==> src/rtl/regfile_2r1w.sv <==
// Two-read/one-write integer register file with x0 tied to zero and a multi-cycle clear sweep.
// Define REGFILE_BYPASS_EN for write-first forwarding on same-edge read/write collisions.
module regfile_2r1w #(
    parameter int unsigned XLEN  = 64,
    parameter int unsigned NREGS = 32
) (
    input  logic                            clk,
    input  logic                            reset,
    input  logic                            rd_en_a,
    input  logic [$clog2(NREGS)-1:0]        rd_addr_a,
    output logic [XLEN-1:0]                 rd_data_a,
    input  logic                            rd_en_b,
    input  logic [$clog2(NREGS)-1:0]        rd_addr_b,
    output logic [XLEN-1:0]                 rd_data_b,
    input  logic                            wr_en,
    input  logic [$clog2(NREGS)-1:0]        wr_addr,
    input  logic [XLEN-1:0]                 wr_data,
    input  logic                            clear,
    output logic                            busy
);

    localparam int unsigned ADDR_W = $clog2(NREGS);
    localparam int unsigned AW1    = ADDR_W + 1;
    // Array spans the full address space so any index is legal; entries >= NREGS are never written.
    localparam int unsigned DEPTH  = 1 << ADDR_W;

    typedef enum logic {
        IDLE,
        SWEEP
    } state_t;

    state_t              state;
    logic [ADDR_W-1:0]   sweep_cnt;
    logic [XLEN-1:0]     regs [DEPTH];

    logic wr_accept;
    logic clear_start;
    logic rd_ok_a;
    logic rd_ok_b;
    logic fwd_a;
    logic fwd_b;

    function automatic logic addr_valid(input logic [ADDR_W-1:0] a);
        return (a != '0) && ({1'b0, a} < AW1'(NREGS));
    endfunction

    // Qualify writes, reads and forwarding for this edge.
    always_comb begin
        clear_start = (state == IDLE) && clear;
        wr_accept   = wr_en && !busy && !clear && addr_valid(wr_addr);
        rd_ok_a     = addr_valid(rd_addr_a) && !busy;
        rd_ok_b     = addr_valid(rd_addr_b) && !busy;
`ifdef REGFILE_BYPASS_EN
        fwd_a       = wr_accept && (wr_addr == rd_addr_a);
        fwd_b       = wr_accept && (wr_addr == rd_addr_b);
`else
        fwd_a       = 1'b0;
        fwd_b       = 1'b0;
`endif
    end

    // Clear sequencer: counter walks x1..x(NREGS-1), busy tracks the SWEEP state.
    always_ff @(posedge clk or posedge reset) begin
        if (reset) begin
            state     <= IDLE;
            busy      <= 1'b0;
            sweep_cnt <= '0;
        end else begin
            case (state)
                IDLE: begin
                    if (clear_start) begin
                        state     <= SWEEP;
                        busy      <= 1'b1;
                        sweep_cnt <= ADDR_W'(1);
                    end
                end
                SWEEP: begin
                    if (sweep_cnt == ADDR_W'(NREGS - 1)) begin
                        state     <= IDLE;
                        busy      <= 1'b0;
                        sweep_cnt <= '0;
                    end else begin
                        sweep_cnt <= sweep_cnt + ADDR_W'(1);
                    end
                end
                default: begin
                    state     <= IDLE;
                    busy      <= 1'b0;
                    sweep_cnt <= '0;
                end
            endcase
        end
    end

    // Storage: sweep zeroing and accepted writes never coincide because writes require !busy.
    always_ff @(posedge clk or posedge reset) begin
        if (reset) begin
            for (int i = 0; i < int'(DEPTH); i++) begin
                regs[i] <= '0;
            end
        end else if (state == SWEEP) begin
            regs[sweep_cnt] <= '0;
        end else if (wr_accept) begin
            regs[wr_addr] <= wr_data;
        end
    end

    // Registered read ports; each holds its value while its enable is low.
    always_ff @(posedge clk or posedge reset) begin
        if (reset) begin
            rd_data_a <= '0;
            rd_data_b <= '0;
        end else begin
            if (rd_en_a) begin
                if (!rd_ok_a)
                    rd_data_a <= '0;
                else if (fwd_a)
                    rd_data_a <= wr_data;
                else
                    rd_data_a <= regs[rd_addr_a];
            end
            if (rd_en_b) begin
                if (!rd_ok_b)
                    rd_data_b <= '0;
                else if (fwd_b)
                    rd_data_b <= wr_data;
                else
                    rd_data_b <= regs[rd_addr_b];
            end
        end
    end

endmodule

==> config.mk <==
export PLATFORM = sky130hd
export DESIGN_NAME = regfile_2r1w
export DESIGN_NICKNAME = d
export VERILOG_FILES = /design/src/rtl/regfile_2r1w.sv
export SDC_FILE = /design/constraint.sdc
export NUM_CORES = 2
export LEC_CHECK = 0
export CORE_ASPECT_RATIO = 1.5
export CORE_MARGIN = 4
export CORE_UTILIZATION = 57
export DETAILED_ROUTE_END_ITERATION = 6
export PLACE_DENSITY_LB_ADDON = 0.05
export SLEW_MARGIN = 20
export SYNTH_ARGS = -nofsm -noshare
export SYNTH_HDL_FRONTEND = slang
export SYNTH_SLANG_ARGS = --single-unit
export TNS_END_PERCENT = 10
==> constraint.sdc <==
create_clock -name clk -period 63.7 [get_ports clk]
set_input_delay 6.37 -clock clk [delete_from_list [all_inputs] [get_ports clk]]
set_output_delay 6.37 -clock clk [all_outputs]
set_load 0.01 [all_outputs]
==> metrics.csv <==
metric;value;unit
finalHoldViolCount;0;
cts-root-buf;clkbuf_16;
cp_cell_sequence;buf_8 > buf_4 > buf_12 > buf_4 > buf_4 > mux4_2 > a22oi_1 > a21oi_1 > a31o_2;
synth-seq-cells;2183;
cap_violations;0;
clk_pin_slew_worst_paths;70;ps
io_buffer_count;213;
synth_area_leaders;dfrtp_1 48%, a22o_1 16%, mux4_2 15%;
ys_warn_count;0;
synth.yosys.seq_area_share;48.4;%
combPwrFrac;15.4;%
layout.cells.non_filler;10700;
cts_tree;yes;
crit_type;input port to flop;
grt_pass1_wl;641000;um
antenna_found_initial;27;
slew_headroom;12.8;%
hold_ws;508;ps
r2r_start;busy$_DFFE_PP0P_;
power_density;27.4;nW/um2
cts_hold_buf;0;
routed_wl;448000;um
layout-drive-gt1-share;22.1;%
internal_power;2.33;mW
pwr-share-clk;40.1;%
start_util;57.4;%
worstPathArrival;11260;ps
seq_area;54600;um2
crit_path_end_kind;flop;
slowest_delay;850;ps
slew_viol_final;0;
status;complete, no violations;
cts_resized;0;
drc;0;
reg2reg_slack;58890;ps
row_count;199;
via_per_inst;8.24;
fin_ws;53210;ps
n_fill_cell;14900;
dp.cells;10300;
rsz0062_at_grt;false;
wl_per_cell;42.1;um
skew;55.7;ps
hp-class;flop to flop;
dp.final_hpwl;240000;um
final_cell_mix;2183 x dfrtp_1, 1997 x a22o_1, 771 x mux4_2, 423 x mux2i_1, 229 x nor2_1;
die-area;205000;um2
switching_power;0.998;mW
die_y;553;um
whs_endpoint;regs[2040]$_DFFE_PP0P_;
routabilityCongestion;0.873;
avgSynthCellArea;13.7;um2
synth_top_area_share;48.4;%
cp.required;64470;ps
grt.total_usage;43.1;%
placed_area;114000;um2
htreeDepth;4;
pwr-share-seq;44.6;%
num_vias;87900;
final_common_cell;dfrtp_1;
numCtsBuffers;218;
grt_pass1_vias;87600;
min_from;regs[2040]$_DFFE_PP0P_;
dr.first_iter.drc_count;12800;
whs_path_depth;1;
crit_top_cell;buf_4;
crit_fanout;94;
ios;214;
synth_edf_count;0;
switching_share;30.0;%
tightestPinTransition;1310;ps
die_width;371;um
min_period_over_period;16.5;%
utilization;61.6;%
syn_inst;8251;
fin_crit;10490;ps
rr_worst_depth;5;
fmax;0.0953;GHz
synth_nets;8342;
final.setup.tns;0;ps
syn_to_final_growth;7.38;%
cp_slowest_cell;buf_4;
multiInputGateArea;52000;um2
post_cts_buffers;0;
core;196000;um2
drt_pre_antenna_iters;6;
synth_area;113000;um2
antenna_left;0;
grt_max_degree;175;
synthArstFlopShare;100;%
clockBufferDepth;4;
cp-start-kind;input port;
totalPowerFinal;3.32;mW
setup_viol;0;
synth_largest_area_cell;dfrtp_1;
r2r-end;regs[981]$_DFFE_PP0P_;
clock-sinks;2183;
synth_cell_type_count;63;
p_leak;53.8;nW
gr-total-overflow;0;
dp_worst_setup_slack;52240;ps
yosys_most_used_dff;dfrtp_1;
final_cell_area;121000;um2
num-nets-final;7960;
irDropWorstVdd;25.1;uV
insertion_delay;920;ps
-- kinds of logic (layout without fill, tap and decap cells) --
group	after synthesis	in the layout	share of synthesized area, %
compound gates	2725	2725	20.5
xor+xnor	2	2	0.0155
fa+ha+maj	6	6	0.0666
buf+inv	1064	844	5.75
flops	2183	2183	48.4
mux	1357	1357	20.8
other cells	0	19	0
simple gates	914	914	4.40
-- flip-flops by register name, indices dropped and copies added, names as in the netlist --
| signal | count |
|---|---|
| regs | 2048 |
| sweep_cnt | 5 |
| state | 1 |
| rd_data_b | 64 |
| busy | 1 |
| rd_data_a | 64 |
-- worst max-delay path: cells and delay by family --
family                 cells  cell delay (ps)
muxes                      1              600
buffers and inverters      5             3420
AOI/OAI and AO/OA          3              670
-- cell usage after synthesis, drive strengths merged (20+ instances only) --
cell type,count
dfrtp,2183
a22o,1997
mux4,771
buf,629
mux2i,423
clkbuf,421
nor2,233
nand2,192
a22oi,187
mux2,163
nor2b,129
nand3,119
a31o,103
a21oi,85
and2,78
o22ai,72
a2111oi,57
nor4b,54
o31ai,54
a222oi,52
o2111ai,50
nor3,38
and3,20
-- power by group through the flow --
stage	combinational, mW	sequential, mW	clock, mW
floorplan	0.302	1.50	0
global placement	0.486	1.50	0
detailed placement	0.491	1.50	0
CTS	0.492	1.48	1.33
global route	0.517	1.48	1.39
finish	0.511	1.48	1.33
-- layer usage --
metal  track usage (%)  up-vias  wire, um
met5             0.190        -       173
met4              27.1       18     34900
met3              13.2     1990     58600
met2              63.7     7643    198000
met1              55.6    45900    157000
li1                  -    32300         -
-- final cells by class --
cell class                 instances  area share, %
antenna                           19         0.0393
clock buffer                     324           5.33
clock inverter                    58          0.544
inverter                          14         0.0517
multi-input combinational       5004           43.0
sequential                      2183           45.1
tap                             2613           2.70
timing repair buffer             448           3.24
-- worst max path at each step --
stage	cells after the start	slack, ps	endpoint	from
finish	9	53210	rd_data_b[52]$_DFFE_PP0P_	rd_addr_b[0]
global route	9	52880	rd_data_b[58]$_DFFE_PP0P_	rd_addr_b[0]
CTS	9	53130	rd_data_b[52]$_DFFE_PP0P_	rd_addr_b[0]
detailed placement	9	52240	rd_data_b[52]$_DFFE_PP0P_	rd_addr_b[0]
global placement	9	52250	rd_data_b[52]$_DFFE_PP0P_	rd_addr_b[0]
floorplan	1	27000	busy$_DFFE_PP0P_	reset
No activity file was read; power rests on OpenSTA's default activity.
